### config.mk
export PLATFORM = sky130hd
export DESIGN_NAME = reservation_station
export DESIGN_NICKNAME = d
export VERILOG_FILES = /design/src/rtl/rs_pkg.sv /design/src/rtl/rs_ready_picker.sv /design/src/rtl/reservation_station.sv
export SDC_FILE = /design/constraint.sdc
export NUM_CORES = 2
export LEC_CHECK = 0
export ABC_AREA = 1
export ABC_CLOCK_PERIOD_IN_PS = 3700
export CAP_MARGIN = 20
export CORE_ASPECT_RATIO = 1.5
export CORE_MARGIN = 5
export CORE_UTILIZATION = 30
export CTS_BUF_LIST = sky130_fd_sc_hd__clkbuf_4
export CTS_CLUSTER_SIZE = 10
export DETAILED_ROUTE_END_ITERATION = 6
export PLACE_DENSITY = 0.53
export SLEW_MARGIN = 30
export SYNTH_ARGS = -nofsm -noshare
export SYNTH_HDL_FRONTEND = slang
export SYNTH_HIERARCHICAL = 1
export SYNTH_SLANG_ARGS = --single-unit
### constraint.sdc
create_clock -name clk_i -period 3.7 [get_ports clk_i]
set_input_delay 0.74 -clock clk_i [delete_from_list [all_inputs] [get_ports clk_i]]
set_output_delay 0.74 -clock clk_i [all_outputs]
set_load 0.02 [all_outputs]
### src/rtl/rs_pkg.sv
// Shared types for the reservation station: ROB tag type, entry record,
// command bit positions and the CDB tag-match helper.
package rs_pkg;

  localparam int ROBsize    = 32;
  localparam int ROBsizeLog = $clog2(ROBsize + 1);
  localparam int CMD_W      = 10;

  // Bit positions inside commands {read_en,saveCond,lShift,fwd,regWrite,ALUOp[2:0],memToReg,memWrite}
  localparam int CMD_MEMWRITE  = 0;
  localparam int CMD_MEMTOREG  = 1;
  localparam int CMD_ALUOP_LSB = 2;
  localparam int CMD_ALUOP_MSB = 4;
  localparam int CMD_REGWRITE  = 5;
  localparam int CMD_FWD       = 6;
  localparam int CMD_LSHIFT    = 7;
  localparam int CMD_SAVECOND  = 8;
  localparam int CMD_READ_EN   = 9;

  // Tag 0 means "operand present, no producer outstanding"
  typedef logic [ROBsizeLog-1:0] rob_tag_t;

  typedef struct packed {
    rob_tag_t         rob_tag;
    rob_tag_t         tag1;
    rob_tag_t         tag2;
    logic [64:0]      val1;
    logic [64:0]      val2;
    logic [CMD_W-1:0] cmd;
  } rs_entry_t;

  // A waiting operand matches a broadcast only on a valid, nonzero tag
  function automatic logic tag_hit(input logic cdb_valid, input rob_tag_t cdb_tag,
                                   input rob_tag_t tag);
    return cdb_valid && (cdb_tag != '0) && (cdb_tag == tag);
  endfunction

endpackage

### src/rtl/rs_ready_picker.sv
// Priority picker: lowest-index set bit of the ready vector, as one-hot and
// as a binary index, plus an any-ready flag.
module rs_ready_picker #(
  parameter int N     = 4,
  parameter int IDX_W = $clog2(N)
) (
  input  logic [N-1:0]     ready,
  output logic [N-1:0]     onehot,
  output logic [IDX_W-1:0] index,
  output logic             any_ready
);

  // Isolate the lowest set bit
  assign onehot    = ready & (~ready + N'(1));
  assign any_ready = |ready;

  // Scan from the top so the lowest ready index wins
  always_comb begin
    index = '0;
    for (int i = N - 1; i >= 0; i--) begin
      if (ready[i]) index = IDX_W'(i);
    end
  end

endmodule

### src/rtl/reservation_station.sv
// Reservation station: collapsing queue of dispatched ops (index 0 oldest),
// CDB snooping for missing operands, oldest-ready select into a valid/ready
// output register.
module reservation_station
  import rs_pkg::*;
#(
  parameter int RSentries = 4
) (
  input  logic              clk_i,
  input  logic              reset_i,
  input  logic              writeEn_i,
  input  logic [ROBsizeLog-1:0] robTag_i,
  input  logic [ROBsizeLog-1:0] tag1_i,
  input  logic [ROBsizeLog-1:0] tag2_i,
  input  logic [64:0]       val1_i,
  input  logic [64:0]       val2_i,
  input  logic [9:0]        commands_i,
  output logic              stall_o,
  input  logic              flush_i,
  input  logic              cdbValid_i,
  input  logic [ROBsizeLog-1:0] cdbTag_i,
  input  logic [63:0]       cdbData_i,
  output logic              issueValid_o,
  input  logic              issueReady_i,
  output logic [ROBsizeLog-1:0] issueTag_o,
  output logic [63:0]       issueVal1_o,
  output logic [63:0]       issueVal2_o,
  output logic [9:0]        issueCmd_o
);

  localparam int CNT_W = $clog2(RSentries + 1);
  localparam int IDX_W = $clog2(RSentries);

  rs_entry_t            entries      [RSentries];
  rs_entry_t            woken        [RSentries];
  rs_entry_t            shifted      [RSentries];
  rs_entry_t            entries_next [RSentries];
  rs_entry_t            new_entry;
  rs_entry_t            sel_entry;
  logic [CNT_W-1:0]     count;
  logic [CNT_W-1:0]     disp_idx;
  logic [RSentries-1:0] ready;
  logic [RSentries-1:0] sel_onehot;
  logic [IDX_W-1:0]     sel_idx;
  logic                 any_ready;
  logic                 take;
  logic                 disp;
  logic                 unused_bits;

  // Ready is judged on registered state only, so a wakeup never issues in its own cycle
  for (genvar gi = 0; gi < RSentries; gi++) begin : g_ready
    assign ready[gi] = (CNT_W'(gi) < count) && (entries[gi].tag1 == '0) && (entries[gi].tag2 == '0);
  end

  rs_ready_picker #(.N(RSentries), .IDX_W(IDX_W)) u_picker (
    .ready     (ready),
    .onehot    (sel_onehot),
    .index     (sel_idx),
    .any_ready (any_ready)
  );

  assign stall_o  = (count == CNT_W'(RSentries));
  assign take     = any_ready && (!issueValid_o || issueReady_i);
  assign disp     = writeEn_i && !stall_o;
  assign disp_idx = count - CNT_W'(take);

  // Incoming op, with same-cycle CDB bypass for either operand
  always_comb begin
    new_entry.rob_tag = robTag_i;
    new_entry.tag1    = tag1_i;
    new_entry.tag2    = tag2_i;
    new_entry.val1    = val1_i;
    new_entry.val2    = val2_i;
    new_entry.cmd     = commands_i;
    if (tag_hit(cdbValid_i, cdbTag_i, tag1_i)) begin
      new_entry.tag1       = '0;
      new_entry.val1[63:0] = cdbData_i;
    end
    if (tag_hit(cdbValid_i, cdbTag_i, tag2_i)) begin
      new_entry.tag2       = '0;
      new_entry.val2[63:0] = cdbData_i;
    end
  end

  // Wakeup of stored entries; bit 64 of each value is carried untouched
  always_comb begin
    for (int i = 0; i < RSentries; i++) begin
      woken[i] = entries[i];
      if (tag_hit(cdbValid_i, cdbTag_i, entries[i].tag1)) begin
        woken[i].tag1       = '0;
        woken[i].val1[63:0] = cdbData_i;
      end
      if (tag_hit(cdbValid_i, cdbTag_i, entries[i].tag2)) begin
        woken[i].tag2       = '0;
        woken[i].val2[63:0] = cdbData_i;
      end
    end
  end

  // Collapse above the selected slot, then append the dispatched op at the post-collapse tail
  always_comb begin
    for (int i = 0; i < RSentries - 1; i++) begin
      shifted[i] = (take && (i >= int'(sel_idx))) ? woken[i + 1] : woken[i];
    end
    shifted[RSentries-1] = woken[RSentries-1];
    for (int i = 0; i < RSentries; i++) begin
      entries_next[i] = (disp && (CNT_W'(i) == disp_idx)) ? new_entry : shifted[i];
    end
  end

  // One-hot AND-OR mux of the selected entry into the output register
  always_comb begin
    sel_entry = '0;
    for (int i = 0; i < RSentries; i++) begin
      if (sel_onehot[i]) sel_entry = sel_entry | entries[i];
    end
  end

  // Selected entry always has zero tags and the issue port has no bit 64
  assign unused_bits = ^{sel_entry.tag1, sel_entry.tag2, sel_entry.val1[64], sel_entry.val2[64]};

  // Queue, count and output register; flush overrides everything but reset
  always_ff @(posedge clk_i or negedge reset_i) begin
    if (!reset_i) begin
      for (int i = 0; i < RSentries; i++) entries[i] <= '0;
      count        <= '0;
      issueValid_o <= 1'b0;
      issueTag_o   <= '0;
      issueVal1_o  <= '0;
      issueVal2_o  <= '0;
      issueCmd_o   <= '0;
    end else if (flush_i) begin
      for (int i = 0; i < RSentries; i++) entries[i] <= '0;
      count        <= '0;
      issueValid_o <= 1'b0;
      issueTag_o   <= '0;
      issueVal1_o  <= '0;
      issueVal2_o  <= '0;
      issueCmd_o   <= '0;
    end else begin
      for (int i = 0; i < RSentries; i++) entries[i] <= entries_next[i];
      count <= count + CNT_W'(disp) - CNT_W'(take);
      if (take) begin
        issueValid_o <= 1'b1;
        issueTag_o   <= sel_entry.rob_tag;
        issueVal1_o  <= sel_entry.val1[63:0];
        issueVal2_o  <= sel_entry.val2[63:0];
        issueCmd_o   <= sel_entry.cmd;
      end else if (issueReady_i) begin
        issueValid_o <= 1'b0;
      end
    end
  end

`ifndef SYNTHESIS
  // Decode must never dispatch into a full station
  full_dispatch_check: assert property (@(posedge clk_i) disable iff (!reset_i) !(writeEn_i && stall_o))
    else $error("reservation_station: dispatch while full");
`endif

endmodule

==> After elaboration in Yosys (flattened, before gate mapping) <==
Cells that the tools add are included.
W data, S select, Z words.
{ "classes": {"addsub": 4, "n_lt_le_gt_ge": 7, "eq_ne": 14, "n_mux": 48, "bitwise": 5, "reduce_logical": 50} }
{ "op_table": {"columns": ["op", "count"], "rows": [
  ["$mux W158", 11],
  ["$mux W64", 14],
  ["$mux W632", 1],
  ["$or A158 B158 Y158", 3],
  ["$mux W6", 12],
  ["$eq A6 B6 Y1", 10],
  ["$logic_not A6 Y1", 8],
  ["$logic_and A1 B1 Y1", 28],
  ["$mux W10", 2],
  ["$reduce_bool A3 Y1", 4],
  ["$mux W2", 4],
  ["$reduce_bool A4 Y1", 2],
  ["$eq A2 B3 Y1 const A", 2],
  ["$lt A1 B3 Y1 const A", 2],
  ["$lt A2 B3 Y1 const A", 2],
  ["$reduce_bool A6 Y1", 1],
  ["$sub A3 B1 Y3", 2],
  ["$add A4 B1 Y4 const B", 1],
  ["$and A4 B4 Y4", 1],
  ["$ge A1 B2 Y1 const A", 2],
  ["$not A4 Y4", 1],
  ["$reduce_bool A2 Y1", 2],
  ["$reduce_or A4 Y1", 1],
  ["$add A3 B1 Y3", 1],
  ["other kinds (8)", 11]
]} }
{ "word_totals": {"regBits": 780, "output_inout_bits": 146, "elab_cells": 166} }

==> Depth between registers and ports, before layout <==
{ "logic_depth": {"depth_word": 15, "mapped_depth": 24} }

==> Modules after synthesis <==
The synthesis kept the hierarchy.
{ "by_module_without_submodules": {"columns": ["module", "n_inst", "cells_each", "area_each_um2", "seq_area_each_um2"], "rows": [
  ["reservation_station", 1, 7586, 50231.9, 19318.5],
  ["rs_ready_picker", 1, 15, 65.1, 0.0]
]} }

==> Worst setup path before layout <==
Ideal clock, no wire load.
{ "synth_timing": {"path_type": "flip-flop to flip-flop", "from": "register, netlist name entries[456]", "to": "register, netlist name entries[544]", "setup_time_ns": 0.117, "arrival_ns": 3.039, "t_required_ns": 3.583, "setup_slack_ns": 0.545, "path_stages_with_launch": 20, "path_buffers": 1, "synth_period_minus_slack_ns": 3.155, "path_cell_list": "dfrtp_1 -> or4_1 -> nor4_1 -> inv_2 -> nand3_1 -> inv_1 -> a21oi_4 -> ha_1 -> ha_1 -> nand2_1 -> nor2_1 -> nand2_2 -> nand2_1 -> nor2_4 -> nand2_2 -> nand2_2 -> buf_2 -> a21oi_1 -> nand2_1 -> nand2_1"} }
{ "synth_via": {"elab_chain_cells": 9, "elab_cells_between_ends": 18, "classes_between": "1 x add/sub; 1 x order compare; 1 x eq/ne; 6 x mux; 9 x reduce/logical"} }
{ "synth_lines": {"columns": ["element", "line_no", "text"], "rows": [
  ["$logic_not A6 Y1 *", "reservation_station.sv:52", "assign ready[gi] = (CNT_W'(gi) < count) && (entries[gi].tag1 == '0) && (entries[gi].tag2 == '0);"],
  ["$logic_and A1 B1 Y1 *", "reservation_station.sv:52", null],
  ["via ready[1]", "reservation_station.sv:42", "logic [RSentries-1:0] ready;"],
  ["$reduce_or A4 Y1 *", "rs_ready_picker.sv:15", "assign any_ready = |ready;"],
  ["via any_ready", "reservation_station.sv:45", "logic any_ready;"],
  ["$logic_and A1 B1 Y1 *", "reservation_station.sv:63", "assign take = any_ready && (!issueValid_o || issueReady_i);"],
  ["$sub A3 B1 Y3", "reservation_station.sv:65", "assign disp_idx = count - CNT_W'(take);"],
  ["$logic_not A3 Y1", "reservation_station.sv:107", "entries_next[i] = (disp && (CNT_W'(i) == disp_idx)) ? new_entry : shifted[i];"],
  ["$logic_and A1 B1 Y1", "reservation_station.sv:107", null],
  ["$mux W158", "reservation_station.sv:107", null],
  ["$mux W632", "reservation_station.sv:132", "end else if (flush_i) begin"]
]} }
The timed path passes the listed nets; every way through them passes the cells marked *. The select of a mux whose other input is x is not followed.
A chain may end at the register's enable or synchronous reset.

==> Worst setup path in the final report <==
{ "layout_timing": {"from": "register, netlist name entries[456]", "to": "register, netlist name entries[341]"} }
{ "layout_via": {"elab_chain_cells": 9, "elab_cells_between_ends": 17, "classes_between": "1 x add/sub; 1 x order compare; 2 x eq/ne; 6 x mux; 7 x reduce/logical"} }
{ "layout_lines": {"columns": ["element", "line_no"], "rows": [
  ["$logic_not A6 Y1 *", "reservation_station.sv:52"],
  ["$logic_and A1 B1 Y1 *", "reservation_station.sv:52"],
  ["via ready[1]", "reservation_station.sv:42"],
  ["$reduce_or A4 Y1 *", "rs_ready_picker.sv:15"],
  ["via any_ready", "reservation_station.sv:45"],
  ["$logic_and A1 B1 Y1 *", "reservation_station.sv:63"],
  ["$sub A3 B1 Y3", "reservation_station.sv:65"],
  ["$eq A1 B3 Y1", "reservation_station.sv:107"],
  ["$logic_and A1 B1 Y1", "reservation_station.sv:107"],
  ["$mux W158 *", "reservation_station.sv:107"],
  ["$mux W632 *", "reservation_station.sv:132"]
]} }
Marks and branches as above.

==> results.md <==
* TNS Setup at 0 ns
* Final clock skew at 0.106 ns
* Largest net degree at the start of global routing at 135
* Vias after detailed routing at 56600
* DP Cell Count at 9890
* Sink Count at 772
* Area of the multi-input gates at 25000 um^2
* Initial core utilization at 30.1%
* Clock Root Buffer: clkbuf_4
* Biggest area consumer among synthesized cells: dfrtp_1
* Register area share after synthesis at 38.4%
* H-tree depth at 4
* Post-synthesis cell type count at 39
* Cell Area, Synth at 50300 um^2
* IO Port Bufs at 377
* Syn Inst Count at 7601
* R2r setup slk at 0.09 ns
* Crit path capture: entries[341]
* Worst Reg-to-Reg Cells at 19
* WS Path Type: reg2reg
* Relative slew slack at 34.9%
* Ranking of synthesized cells by area: dfrtp_1 (38%), nand2_1 (23%), inv_1 (6.7%), nand3_1 (5.6%), nand4_1 (4.5%)
* Worst IR Drop VDD at 1.23 mV
* CTS tree: done
* Nets at 8137
* CP startpoint: entries[456]
* R2R Path Start: entries[456]
* DRT Pass-1 Iters at 7
* Most frequent cells in the layout: nand2_1 (3021), inv_1 (898), dfrtp_1 (772), nand3_1 (562), clkdlybuf4s50_1 (374)
* Area growth syn-to-layout at 21.5%
* Syn_area_per_cell at 6.62 um^2
* R2r endpoint: entries[341]
* MaxCap Viol Count at 0
* Area of the core at 167000 um^2
* Post-place setup slack at -0.161 ns
* Total GRT Usage at 27.3%
* Vias in the first global route at 55300
* DRC viols at 0
* Worst skew pair latency at 1.31 ns
* RD Place Congestion at 0.887
* Layout cell share with drive strength beyond 1 at 8.99%
* Die W at 344 um
* Most common cell after layout, fill and taps aside: nand2_1
* Antenna violations before repair at 11
* Die H at 511 um
* Num CTS Buffers at 214
* Top-area cell type share of the netlist area at 38.4%
* Warnings from Yosys at 6
* Die area at 176000 um^2
* Status: complete, no violations
* Count of pins over their slew limit at 0
* Via/cell ratio at 5.50
* Max Freq at 0.277 GHz
* Minimum clock period at 3.61 ns
* Syn Nets at 7842
* First-pass GRT wire length at 364 mm
* Setup WS post-layout at 0.0912 ns
* GRT overflow at 0
* Row Count at 184
* Fin. Hold Viols at 0
* Final Cycle Share at 97.5%
* Clock buffer depth at 3
* Critical-path maximum fanout at 36
* Pwr per Cell Area at 999 nW/um^2
* Worst-Margin Slew at 0.977 ns
* Yosys reg bits at 772
* Fillers at 18000
* Startpoint Class: flip-flop
* Wirelength per Cell at 24.3 um
* Final wirelength at 250 mm
* Leakage at 31.5 nW
* HP Class: in2reg
* Register Area at 19300 um^2
* Ports at 380
* Final std cells w/o fill at 10300
* Post-detail-place hpwl at 150 mm
* CP endpoint kind: flip-flop
* Critical Path AT at 4.74 ns
* 1st-iter DRT viols at 5979
* Critical path data required time at 4.83 ns
* Remaining antenna violation count at 0
* # setup viols final at 0
* Clock slew at reported path FFs at 0.07 ns
==> per-layer routing <==
| metal | global-route usage [%] | part of all wire, % | vias to the layer above |
|---|---|---|---|
| li1 | - | - | 25300 |
| met1 | 35.2 | 40 | 27300 |
| met2 | 43.5 | 45 | 3246 |
| met3 | 6.10 | 9.8 | 793 |
| met4 | 12.8 | 5.2 | 16 |
| met5 | 0 | 0.038 | - |
==> cell usage after synthesis <==
cell	n
xor2_1	14
clkbuf_1	268
and2_1	64
nor4_1	6
buf_2	198
buf_6	20
or2_2	3
nor3_2	1
o31ai_1	16
nand3_1	567
o21ai_0	342
xnor2_1	17
nor2_1	160
o211ai_1	29
a21oi_4	2
nand2_1	3026
a21oi_1	98
inv_2	9
clkinv_1	63
nand3_2	8
ha_1	6
o21ai_1	18
inv_1	903
nor2_4	1
fa_1	1
buf_4	37
o22ai_1	316
nand4_2	40
nand4_1	358
nor2_2	5
a221oi_1	144
or4_1	1
a21boi_0	12
buf_1	52
dfrtp_1	772
nand2_2	6
nor3_1	16
a21oi_2	1
inv_4	1
==> sequential cells by signal, summed over array words and instances (netlist names) <==
name and flops:
issueCmd_o 10, count 3, issueTag_o 6, issueVal2_o 64
entries 624, issueVal1_o 64, issueValid_o 1
==> worst min path at each step <==
stage	to	cells past startpoint	slack [ns]	start
floorplan	count[0]	0	0.44	reset_i
detailed placement	entries[512]	2	0.47	entries[512]
CTS	entries[157]	3	0.004	robTag_i[5]
finish	entries[152]	3	0.13	robTag_i[0]
global route	entries[152]	3	0.03	robTag_i[0]
global placement	entries[511]	2	0.46	entries[511]
==> critical path: stages (launching register included) <==
cell     delay [ns]
dfrtp_1        0.40
or4_4          0.58
nor4_4         0.25
buf_4          0.16
inv_2          0.03
nand3_1        0.07
inv_1          0.08
a21oi_4        0.15
ha_4           0.16
ha_4           0.12
nand2_1        0.06
nand2_2        0.12
buf_4          0.12
nor2_2         0.04
nand3_4        0.09
buf_12         0.33
buf_4          0.39
nand3_1        0.14
nand2_1        0.08
inv_1          0.03
==> final cells by class <==
class	instances	share of cell area (%)
Multi-Input combinational cell	5278	40.9
Sequential cell	772	31.6
Timing Repair Buffer	654	12.4
Inverter	976	6.09
Tap cell	2232	4.57
Clock buffer	314	3.86
Clock inverter	59	0.555
Antenna cell	12	0.0491
==> per-stage QoR <==
stage               util (%)  area (um^2)  hold slack, ns  total power [mW]
detailed placement      34.7        57900           0.465              51.0
global route            36.6        61100          0.0336              64.8
floorplan                  -        50300           0.444              34.5
finish                  36.6        61100           0.133              61.1
CTS                     36.3        60700         0.00433              59.4
global placement        34.6        57900           0.463              50.7
==> timing repair <==
item                                   in CTS  in global routing
pin swaps                                   0                  8
buffers inserted                            0                  8
hold buffers                                7                  0
endpoints found under the hold margin     640                  0
cloned                                      0                  7
resized for setup                           5                 29
setup endpoints to repair                 109                620
==> cells by family (layout without fill, tap and decap cells) <==
group | count (synthesis) | after routing | share of synthesized area (%)
AO/OA/AOI/OAI | 978 | 978 | 11.9
XOR/XNOR | 31 | 31 | 0.540
adder cells (fa/ha/maj) | 7 | 7 | 0.189
buffers and inverters | 1551 | 2003 | 12.6
flip-flops | 772 | 772 | 38.4
other | 0 | 12 | 0
AND/OR/NAND/NOR | 4262 | 4262 | 36.3
==> where the power goes <==
part           total (mW)  internal [mW]  switching (mW)
Clock                8.27           4.07            4.20
Combinational        40.8           12.9            27.9
Sequential           12.0           10.9            1.17
Power figures use the tool's default switching activity.
